**config.mk**
```make
export PLATFORM = sky130hd
export DESIGN_NAME = freq_peak_detect
export DESIGN_NICKNAME = d
export VERILOG_FILES = /design/src/rtl/fft_pkg.sv /design/src/rtl/mag_sq.sv /design/src/rtl/freq_peak_detect.sv
export SDC_FILE = /design/constraint.sdc
export NUM_CORES = 1
export LEC_CHECK = 0
export BUFFER_PORTS_ARGS = -buffer_cell sky130_fd_sc_hd__buf_2
export CAP_MARGIN = 20
export CORE_MARGIN = 10
export CORE_UTILIZATION = 65
export DETAILED_ROUTE_END_ITERATION = 16
export PLACE_DENSITY_LB_ADDON = 0.2
export SETUP_SLACK_MARGIN = 0.3
export SLEW_MARGIN = 40
export SYNTH_ARGS = -nofsm -noshare
export SYNTH_HDL_FRONTEND = slang
export SYNTH_SLANG_ARGS = --single-unit
```
**constraint.sdc**
```tcl
create_clock -name clk -period 8.57 [get_ports clk]
set_input_delay 0 -clock clk [delete_from_list [all_inputs] [get_ports clk]]
set_output_delay 0 -clock clk [all_outputs]
set_load 0.01 [all_outputs]
```
**src/rtl/fft_pkg.sv**
```systemverilog
// rtl/fft_pkg.sv - shared FFT word, power and state types for the spectral stages
package fft_pkg;
    localparam int FFT_ADDR_W = 10;
    localparam int PWR_W      = 28;

    typedef struct packed {
        logic signed [13:0] re;
        logic signed [13:0] im;
    } fft_word_t;

    typedef logic [PWR_W-1:0] pwr_t;

    typedef enum logic [1:0] {
        ST_IDLE,
        ST_SCAN,
        ST_DRAIN,
        ST_FINISH
    } pd_state_t;
endpackage

```
**src/rtl/mag_sq.sv**
```systemverilog
// rtl/mag_sq.sv - registered |X|^2 of one FFT word with valid/tag passthrough
module mag_sq
    import fft_pkg::*;
#(
    parameter int TAG_W = FFT_ADDR_W
) (
    input  logic             clk,
    input  logic             reset,
    input  logic             i_valid,
    input  logic [TAG_W-1:0] i_tag,
    input  fft_word_t        i_data,
    output logic             o_valid,
    output logic [TAG_W-1:0] o_tag,
    output pwr_t             o_mag
);
    logic signed [27:0] w_re_x;
    logic signed [27:0] w_im_x;
    logic signed [27:0] w_re2;
    logic signed [27:0] w_im2;

    // Each square is at most 2^26, so the unsigned 28-bit sum cannot overflow.
    assign w_re_x = 28'(i_data.re);
    assign w_im_x = 28'(i_data.im);
    assign w_re2  = w_re_x * w_re_x;
    assign w_im2  = w_im_x * w_im_x;

    always_ff @(posedge clk) begin
        if (reset) begin
            o_valid <= 1'b0;
            o_tag   <= '0;
            o_mag   <= '0;
        end else begin
            o_valid <= i_valid;
            o_tag   <= i_tag;
            o_mag   <= pwr_t'(w_re2) + pwr_t'(w_im2);
        end
    end
endmodule

```
**src/rtl/freq_peak_detect.sv**
```systemverilog
// rtl/freq_peak_detect.sv - scans FFT RAM bins, finds the strongest bin and parks the read address on it
module freq_peak_detect
    import fft_pkg::*;
#(
    parameter int   ADDR_W   = FFT_ADDR_W,
    parameter int   LOW_BIN  = 1,
    parameter int   HIGH_BIN = 511,
    parameter int   RD_LAT   = 2,
    parameter pwr_t THRESH   = 28'd1
) (
    input  logic              clk,
    input  logic              reset,
    input  logic              fftdone,
    input  logic [27:0]       ramq1,
    output logic [ADDR_W-1:0] rdaddr1,
    output logic [ADDR_W-1:0] maxbin,
    output pwr_t              maxpwr,
    output logic              detectdone,
    output logic              nodetect,
    output logic              busy,
    output logic              overrun
);
    localparam logic [ADDR_W-1:0] LOW_A  = ADDR_W'(LOW_BIN);
    localparam logic [ADDR_W-1:0] HIGH_A = ADDR_W'(HIGH_BIN);

    pd_state_t         r_state;
    pd_state_t         w_next;
    logic              w_start;
    logic              w_hit;
    logic [ADDR_W-1:0] r_addr;
    logic [RD_LAT-1:0] r_vpipe;
    logic [ADDR_W-1:0] r_tpipe [RD_LAT];
    pwr_t              r_runmax;
    logic [ADDR_W-1:0] r_runbin;
    logic              w_mag_valid;
    logic [ADDR_W-1:0] w_mag_tag;
    pwr_t              w_mag;

    mag_sq #(.TAG_W(ADDR_W)) u_mag_sq (
        .clk     (clk),
        .reset   (reset),
        .i_valid (r_vpipe[RD_LAT-1]),
        .i_tag   (r_tpipe[RD_LAT-1]),
        .i_data  (fft_word_t'(ramq1)),
        .o_valid (w_mag_valid),
        .o_tag   (w_mag_tag),
        .o_mag   (w_mag)
    );

    always_ff @(posedge clk) begin
        if (reset) r_state <= ST_IDLE;
        else       r_state <= w_next;
    end

    // DRAIN leaves once the read pipe is empty; the last mag_sq result lands in runmax during that same edge.
    always_comb begin
        w_next  = r_state;
        w_start = 1'b0;
        w_hit   = 1'b0;
        busy    = 1'b0;
        rdaddr1 = maxbin;
        case (r_state)
            ST_IDLE: begin
                if (fftdone) begin
                    w_next  = ST_SCAN;
                    w_start = 1'b1;
                end
            end
            ST_SCAN: begin
                busy    = 1'b1;
                rdaddr1 = r_addr;
                if (r_addr == HIGH_A) w_next = ST_DRAIN;
            end
            ST_DRAIN: begin
                busy    = 1'b1;
                rdaddr1 = HIGH_A;
                if (r_vpipe == '0) w_next = ST_FINISH;
            end
            ST_FINISH: begin
                w_hit   = (r_runmax >= THRESH);
                rdaddr1 = w_hit ? r_runbin : maxbin;
                w_next  = ST_IDLE;
            end
            default: w_next = ST_IDLE;
        endcase
    end

    always_ff @(posedge clk) begin
        if (reset) begin
            r_addr     <= '0;
            r_vpipe    <= '0;
            r_runmax   <= '0;
            r_runbin   <= '0;
            maxbin     <= '0;
            maxpwr     <= '0;
            detectdone <= 1'b0;
            nodetect   <= 1'b0;
            overrun    <= 1'b0;
            for (int i = 0; i < RD_LAT; i++) r_tpipe[i] <= '0;
        end else begin
            detectdone <= 1'b0;
            nodetect   <= 1'b0;
            overrun    <= fftdone && (r_state != ST_IDLE);
            r_vpipe[0] <= (r_state == ST_SCAN);
            r_tpipe[0] <= r_addr;
            for (int i = 1; i < RD_LAT; i++) begin
                r_vpipe[i] <= r_vpipe[i-1];
                r_tpipe[i] <= r_tpipe[i-1];
            end
            if (w_start) begin
                r_addr   <= LOW_A;
                r_runmax <= '0;
                r_runbin <= LOW_A;
            end else begin
                if (r_state == ST_SCAN && r_addr != HIGH_A) r_addr <= r_addr + ADDR_W'(1);
                // Strict compare keeps the lowest bin on ties.
                if (w_mag_valid && w_mag > r_runmax) begin
                    r_runmax <= w_mag;
                    r_runbin <= w_mag_tag;
                end
            end
            if (r_state == ST_FINISH) begin
                if (w_hit) begin
                    maxbin     <= r_runbin;
                    maxpwr     <= r_runmax;
                    detectdone <= 1'b1;
                end else begin
                    nodetect   <= 1'b1;
                end
            end
        end
    end
endmodule

```
### Yosys cells after proc, flatten, opt, wreduce, memory -nomap -nowiden

Memory sizes are Yosys's and may differ from the RTL's. A register that Yosys moved wholly into a read port is not among the register bits.
Cells that the tools add are included.

| storage, ports and cells | value |
|---|---|
| register bits after elaboration | 122 |
| memory bits (writable) | 20 |
| input bits | 31 |
| output and inout port bits | 52 |
| logic and storage cells | 66 |
| memories | 1 |

Memories:

| memory | words | bits a word | rd ports | clocked after Yosys merged registers in | wr ports | line | RTL |
|---|---|---|---|---|---|---|---|
| r_tpipe | 2 | 10 | 2 | 1 | 2 | freq_peak_detect.sv:32 | `logic [ADDR_W-1:0] r_tpipe [RD_LAT];` |

| operators by class | value |
|---|---|
| add/subtract/negate cells | 2 |
| multipliers | 2 |
| $lt $le $gt $ge | 2 |
| eq/ne operators | 8 |
| mux-type cells | 21 |
| bitwise gates (word level) | 3 |
| reduce and logical (&&, ||, !) cells | 13 |

Operator list:

| cell | number |
|---|---|
| $mul A14 B14 Y28 | 2 |
| $mux W10 | 3 |
| $pmux W10 S3 | 1 |
| $add A28 B28 Y28 | 1 |
| $ge A28 B1 Y1 const B | 1 |
| $gt A28 B28 Y1 | 1 |
| $mux W1 | 13 |
| $add A10 B1 Y10 const B | 1 |
| $eq A10 B9 Y1 const B | 1 |
| $ne A10 B9 Y1 const B | 1 |
| $pmux W2 S4 | 1 |
| $mux W2 | 3 |
| $ne A2 B2 Y1 const B | 3 |
| $reduce_bool A2 Y1 | 3 |
| $reduce_or A2 Y1 | 3 |
| $eq A2 B2 Y1 const B | 2 |
| $logic_not A2 Y1 | 2 |
| $logic_and A1 B1 Y1 | 3 |
| $reduce_and A3 Y1 | 1 |
| $eq A2 B1 Y1 const B | 1 |
| $or A1 B1 Y1 | 2 |
| $reduce_and A2 Y1 | 1 |
| $not A1 Y1 | 1 |

### Logic depth before layout (Yosys ltp)

Gate-level depths: netlist (run 1).

| depth | value |
|---|---|
| depth in word-level cells | 4 |
| mapped depth | 26 |
| depth with buffers taken out | 24 |

### By module

A second synthesis (run 1) with hierarchy kept.

| unflattened totals | value |
|---|---|
| cells, all modules | 2056 |
| area, all modules | 19796.5 um^2 |

Modules (own cells, without submodules):

| module | instances | cells an instance | area each (um^2) | seq. area each (um^2) |
|---|---|---|---|---|
| mag_sq | 1 | 1443 | 14546.5 | 780.7 |
| freq_peak_detect | 1 | 613 | 5250.0 | 2262.2 |

### Worst setup path before layout (run 1)

OpenSTA, ideal clock, no wires.

| timing | value |
|---|---|
| path kind | input -> register |
| start point | in ramq1[27] |
| end point | reg u_mag_sq.o_mag[27] |
| library setup time | 0.128 ns |
| arrival | 6.284 ns |
| required time | 8.442 ns |
| path slack | 2.158 ns |
| stages | 23 |
| path buffers | 2 |
| cell sequence | clkbuf_1 -> clkbuf_1 -> and2_1 -> fa_1 -> fa_1 -> fa_1 -> inv_1 -> fa_1 -> inv_1 -> fa_1 -> fa_1 -> fa_1 -> inv_1 -> fa_1 -> inv_1 -> ha_1 -> and4_1 -> and2_1 -> a31oi_1 -> o21ai_1 -> o41ai_2 -> xnor2_1 -> nor2_1 |

| on the way | value |
|---|---|
| longest elaborated chain between the ends | 2 |

RTL lines:

| item | line | RTL |
|---|---|---|
| start: declaration | freq_peak_detect.sv:14 | `input logic [27:0] ramq1,` |
| $mul A14 B14 Y28 | mag_sq.sv:24 | `assign w_re2 = w_re_x * w_re_x;` |
| $add A28 B28 Y28 | mag_sq.sv:35 | `o_mag <= pwr_t'(w_re2) + pwr_t'(w_im2);` |
| end signal: assignment | mag_sq.sv:35 |  |
| end: declaration | mag_sq.sv:14 | `output pwr_t o_mag` |

Every way passes these cells.
A chain may end at the register's enable or synchronous reset.

### Worst setup path in the final report (run 1)

| timing | value |
|---|---|
| start point | in ramq1[13] |
| end point | reg u_mag_sq.o_mag[27] |

| on the way | value |
|---|---|
| longest elaborated chain between the ends | 2 |

RTL lines:

| item | line | RTL |
|---|---|---|
| $mul A14 B14 Y28 | mag_sq.sv:25 | `assign w_im2 = w_im_x * w_im_x;` |
| $add A28 B28 Y28 | mag_sq.sv:35 |  |

Every way passes these cells.

==> flow_summary.ini, run 1 <==
[critical_path]
r2r-end = r_runbin[1]
crit_path_max_incr_delay_ns = 0.62
cp-start-kind = input port
cp.arrival_ns = 6.66
crit_path_end = u_mag_sq.o_mag[27]
worstPathMaxFanout = 19
required_ns = 8.88
crit_cells = 21
r2r_slack_ns = 5.65
crit_buf_inv = 4
timing.rr.start = r_runmax[15]
crit_family = adder cells
reg2regPathDepth = 9
cp_common_cell = fa_1
critPathCaptureType = register
crit_type = input port to register
crit_slowest_cell = fa_1
crit_chain = buf_2 > nand2_1 > fa_1 > fa_1 > inv_1 > fa_1 > fa_1 > fa_1 > fa_1 > fa_1 > inv_1 > fa_1 > inv_1 > ha_1 > and4_1 > and2_1 > a31oi_1 > o21ai_1 > o41ai_2 > xnor2_1 > nor2_1
startpoint = ramq1[13]

[logic_synthesis]
synth-seq-cells = 152
ys_async_sr_fraction_pct = 0
synthCells = 2021
syn_nets = 2605
yosys-top-cells-area = fa_1 (42%), dfxtp_1 (16%), ha_1 (9.6%)
syn_avg_cell_area_um2 = 9.60
yosys_warnings = 0
ys.flop_type = dfxtp_1
yosysSeqAreaShare_pct = 15.7
yosysTopAreaCellShare_pct = 41.7
yosysTopAreaCell = fa_1
netlist_area_um2 = 19400
synth_edf_count = 0
synth_cell_types = 58

[routing]
vias_per_cell = 5.27
vias = 12982
drt_iter0_drc = 656
drt_wl_total_mm = 41.1
final_antenna_net_count = 0
remaining_drc_errors = 0
dr.pass1.iters = 5
route.detailed.wl_per_inst_um = 16.7

[timing]
min_period_over_period_pct = 74.0
hold_viol = 0
fin_setup_tns_ns = 0
grt_setup_unrepaired = no
timing.fmax_mhz = 158
drv_slew = 0
setup_viol = 0
finalCriticalPeriod_ns = 6.34
fin_skew_ns = 0.0113
relSlewSlack_pct = 55.0
tightest_slew_ns = 0.675
whs_ns = 0.00288

[run]
drv_cap = 0

[layout]
fillerInstances = 2286
multi_input_area_um2 = 14200
drive_gt1_share_pct = 6.36
final_nets = 2653
final_util_pct = 70.1
area_delta_synth_final_pct = 6.86
final_cell_mix = inv_1 (481), fa_1 (404), nand2_1 (198)
final_common_cell = inv_1
regArea_um2 = 3040
fin_area_um2 = 20700
antennaDiodeCount = 0

[clocking]
htreeDepth = 4
cts_root_buf = clkbuf_16
clk_pin_slew_ns = 0.04
clockBufferDepth = 3
clkSinkCount = 152
numCtsBuffers = 25
clock_latency_ns = 0.45
post_cts_buffers = 0
cts_tree = yes

[global_route]
grt_pass1_vias = 14371
grt_use_total_pct = 23.5
grt.met1_usage_pct = 31.5
grt_max_degree = 59
busiest_layer = met2
antenna_found_initial = 0
grt_pass1_wl_mm = 70.3
grt.met3_usage_pct = 3.61
gr-usage-met2_pct = 39.3
grt_overflow_total = 0

[floorplanning]
start_util_pct = 65.6
design.die.area_um2 = 37100
chipHeight_um = 193
core_area_um2 = 29600
io_pins = 83
rows = 63
die_w_um = 193

[place]
gp_congestion = 0.918
dp_hpwl_mm = 34.7
placed_cell_area_um2 = 20000
portBuffers = 82

[status]
status = complete, no violations

[worst_hold_path]
min_path_type = input port to register
-- layer usage --
metal | part of all wire (%) | routed length [µm]
met3 | 6.7 | 2760
met2 | 48 | 19600
met1 | 44 | 18000
met4 | 1.7 | 694
met5 | 0 | 0
-- worst register-to-register path, cell delays in order, from the launching register on --
cell,delay [ns]
dfxtp_1,0.41
inv_1,0.07
ha_1,0.33
a21oi_1,0.16
o21ai_0,0.16
a221o_1,0.32
nor3_1,0.32
o22a_4,0.67
mux2i_1,0.29
nor2_1,0.06
-- per-stage QoR --
stage                     setup WS, ns  std cells
after floorplan                   2.16       2021
after global placement            1.87       2431
after detailed placement          1.75       2431
after CTS                         2.23       2465
after global routing              1.69       2465
final                             2.23       2465
-- Yosys cell counts (21+ instances only) --
| cell | instances |
|---|---|
| a21oi_1 | 89 |
| and2_1 | 74 |
| clkbuf_1 | 57 |
| dfxtp_1 | 152 |
| fa_1 | 404 |
| ha_1 | 149 |
| inv_1 | 481 |
| mux2i_1 | 40 |
| nand2_1 | 198 |
| nor2_1 | 116 |
| nor2b_1 | 48 |
| o21ai_0 | 21 |
| xnor2_1 | 38 |
| xor2_1 | 21 |
-- final cells by class --
type                            count  share of cell area (%)
Clock buffer                       30                    3.21
Clock inverter                      3                  0.0845
Inverter                          483                    8.75
Multi-Input combinational cell   1319                    68.7
Sequential cell                   152                    14.7
Tap cell                          390                    2.35
Timing Repair Buffer               88                    2.22
-- state kept, by name, indices dropped and copies added, names as in the netlist --
signal	cells
u_mag_sq.o_valid	1
u_mag_sq.o_tag	10
r_runbin	10
r_vpipe	2
overrun	1
r_addr	10
r_state	2
u_mag_sq.o_mag	28
nodetect	1
maxbin	10
r_runmax	28
maxpwr	28
r_tpipe	20
detectdone	1
-- repair_timing --
action / 4_1_cts / 5_1_grt
hold buffers: 1 / 0
endpoints found under the setup margin: 0 / 0
gates resized for setup: 0 / 0
endpoints found under the hold margin: 3 / 0
-- cell families after synthesis --
logic type / synth area share, %
xor+xnor: 2.66
buf+inv: 10.9
other cells: 0.0193
compound gates: 5.02
simple gates: 12.2
mux: 2.18
fa+ha+maj: 51.3
flops: 15.7
-- worst min path at each step --
stage / startpoint / end / slack (ns) / cells after the start
2_1_floorplan: fftdone / overrun / 0.17 / 1
3_3_place_gp: fftdone / overrun / 0.30 / 2
4_1_cts: reset / u_mag_sq.o_mag[27] / 0.01 / 2
5_1_grt: reset / u_mag_sq.o_mag[27] / 0.04 / 2
3_5_place_dp: fftdone / overrun / 0.31 / 2
6_report: reset / u_mag_sq.o_mag[24] / 0.003 / 2
Power of run 1 is not shown: default switching activity piles up to over one toggle a cycle in this logic, so the estimate is an artifact.
==> run 2: changes to the inputs <==
==> constraint.sdc (replaced) <==
create_clock -name clk -period 6.6 [get_ports clk]
set_input_delay 0 -clock clk [delete_from_list [all_inputs] [get_ports clk]]
set_output_delay 0 -clock clk [all_outputs]
set_load 0.01 [all_outputs]
==> run 2 against run 1 <==
Wire length grew 5.2%; first-iteration DRC count increased by 30%; worst hold slack better by 0.20 ns; cell count is 1.5% higher; clock-buffer cell count shrank 4; critical endpoint is now u_mag_sq.o_mag[26]; global-route usage rose by 0.84 points.
==> flow_summary.ini, run 2 (synthesized netlist as in run 1, its figures left out) <==
[clocking]
post_cts_buffers = 0
clk_pin_slew_ns = 0.06
clockBufferDepth = 3
clock_latency_ns = 0.46
clkSinkCount = 152
cts_root_buf = clkbuf_16
numCtsBuffers = 25
cts_tree = yes
htreeDepth = 4

[timing]
finalCriticalPeriod_ns = 6.18
relSlewSlack_pct = 54.8
whs_ns = 0.201
fin_setup_tns_ns = 0
min_period_over_period_pct = 93.6
hold_viol = 0
setup_viol = 0
tightest_slew_ns = 0.678
grt_setup_unrepaired = yes
fin_skew_ns = 0.0191
timing.fmax_mhz = 162
drv_slew = 0

[floorplanning]
start_util_pct = 65.6
die_w_um = 193
chipHeight_um = 193
io_pins = 83
rows = 63
core_area_um2 = 29600
design.die.area_um2 = 37100

[place]
dp_hpwl_mm = 37.3
portBuffers = 82
placed_cell_area_um2 = 20300
gp_congestion = 0.944

[global_route]
grt_pass1_vias = 14431
grt_overflow_total = 0
grt_pass1_wl_mm = 72.2
antenna_found_initial = 0
grt_use_total_pct = 24.4
grt_max_degree = 61

[critical_path]
worstPathMaxFanout = 9
reg2regPathDepth = 9
required_ns = 6.94
timing.rr.start = r_runmax[26]
critPathCaptureType = register
cp.arrival_ns = 6.52
crit_slowest_cell = fa_1
crit_chain = buf_2 > buf_4 > and2_1 > inv_1 > fa_1 > inv_1 > fa_1 > fa_1 > inv_1 > fa_1 > inv_1 > fa_1 > fa_1 > fa_1 > ha_1 > ha_1 > a2111oi_0 > o21ai_0 > a211oi_1 > buf_4 > o31ai_2 > a41o_1
startpoint = ramq1[17]
crit_type = input port to register
r2r_slack_ns = 3.62
cp-start-kind = input port
crit_buf_inv = 7
cp_common_cell = fa_1
crit_family = adder cells
crit_path_max_incr_delay_ns = 0.58
crit_cells = 22

[worst_hold_path]
worstHoldStart = ramq1[0]
min_path_cells = 4
min_path_type = input port to register

[routing]
dr.pass1.iters = 5
remaining_drc_errors = 0
route.detailed.wl_per_inst_um = 17.3
drt_wl_total_mm = 43.2
vias = 13443
final_antenna_net_count = 0
vias_per_cell = 5.38
drt_iter0_drc = 851

[run]
drv_cap = 0

[layout]
antennaDiodeCount = 0
fin_area_um2 = 21000
drive_gt1_share_pct = 8.05
final_cell_mix = inv_1 (481), fa_1 (404), nand2_1 (198)
fillerInstances = 2245
final_common_cell = inv_1
top_regs = maxpwr x28, r_runmax x28, u_mag_sq.o_mag x28
final_nets = 2689
area_delta_synth_final_pct = 8.52

[status]
status = complete, no violations
run 2: cell count changes in the layout (fill, tap and decap cells not counted), sizes merged:
cell / delta
buf: +33
bufinv: +2
dlygate4sd3: +1
clkinv: +1
clkinvlp: +1
clkbuf: -2
run 2: stage by stage:
stage / instances / setup slack, ns / util [%]
2_1_floorplan: 2021 / 0.327 / -
6_report: 2501 / 0.420 / 71.2
3_3_place_gp: 2466 / 0.152 / 68.6
3_5_place_dp: 2466 / 0.0325 / 68.7
4_1_cts: 2501 / 0.466 / 71.2
5_1_grt: 2501 / 0.221 / 71.2
run 2: cell type report:
| cell class | instances | area [µm²] | area share [%] |
|---|---|---|---|
| Tap cell | 390 | 488 | 2.32 |
| Clock buffer | 26 | 629 | 2.99 |
| Clock inverter | 7 | 90.1 | 0.428 |
| Inverter | 483 | 1810 | 8.62 |
| Timing Repair Buffer | 124 | 738 | 3.51 |
| Sequential cell | 152 | 3040 | 14.5 |
| Multi-Input combinational cell | 1319 | 14200 | 67.7 |
run 2: timing repair:
action / CTS / global route
hold buffers: 2 / 0
resized for setup: 0 / 3
endpoints found under the setup margin: 0 / 8
endpoints found under the hold margin: 4 / 0
run 2: worst min-delay path, delay by kind of cell:
| family | cells | cell delay [ns] |
|---|---|---|
| adder cells (fa/ha/maj) | 1 | 0.16 |
| AND/OR/NAND/NOR | 1 | 0.11 |
| buffers and inverters | 2 | 0.35 |
run 2: layer usage:
layer / global-route usage (%) / up-vias / share of wire (%) / routed length (µm)
met1: 32.5 / 6801 / 44 / 18900
met2: 41.2 / 392 / 49 / 21000
met4: 6.89 / 0 / 2.3 / 1000
met5: 0 / - / 0 / 0
met3: 2.82 / 63 / 5.4 / 2320
li1: - / 6187 / - / -
run 2: final timing paths:
| kind | endpoint |
|---|---|
| min reg2reg | u_mag_sq.o_tag[1] |
| max | u_mag_sq.o_mag[26] |
| max reg2reg | r_runbin[0] |
| min | u_mag_sq.o_mag[1] |
Power of run 2 is left out for the same reason.
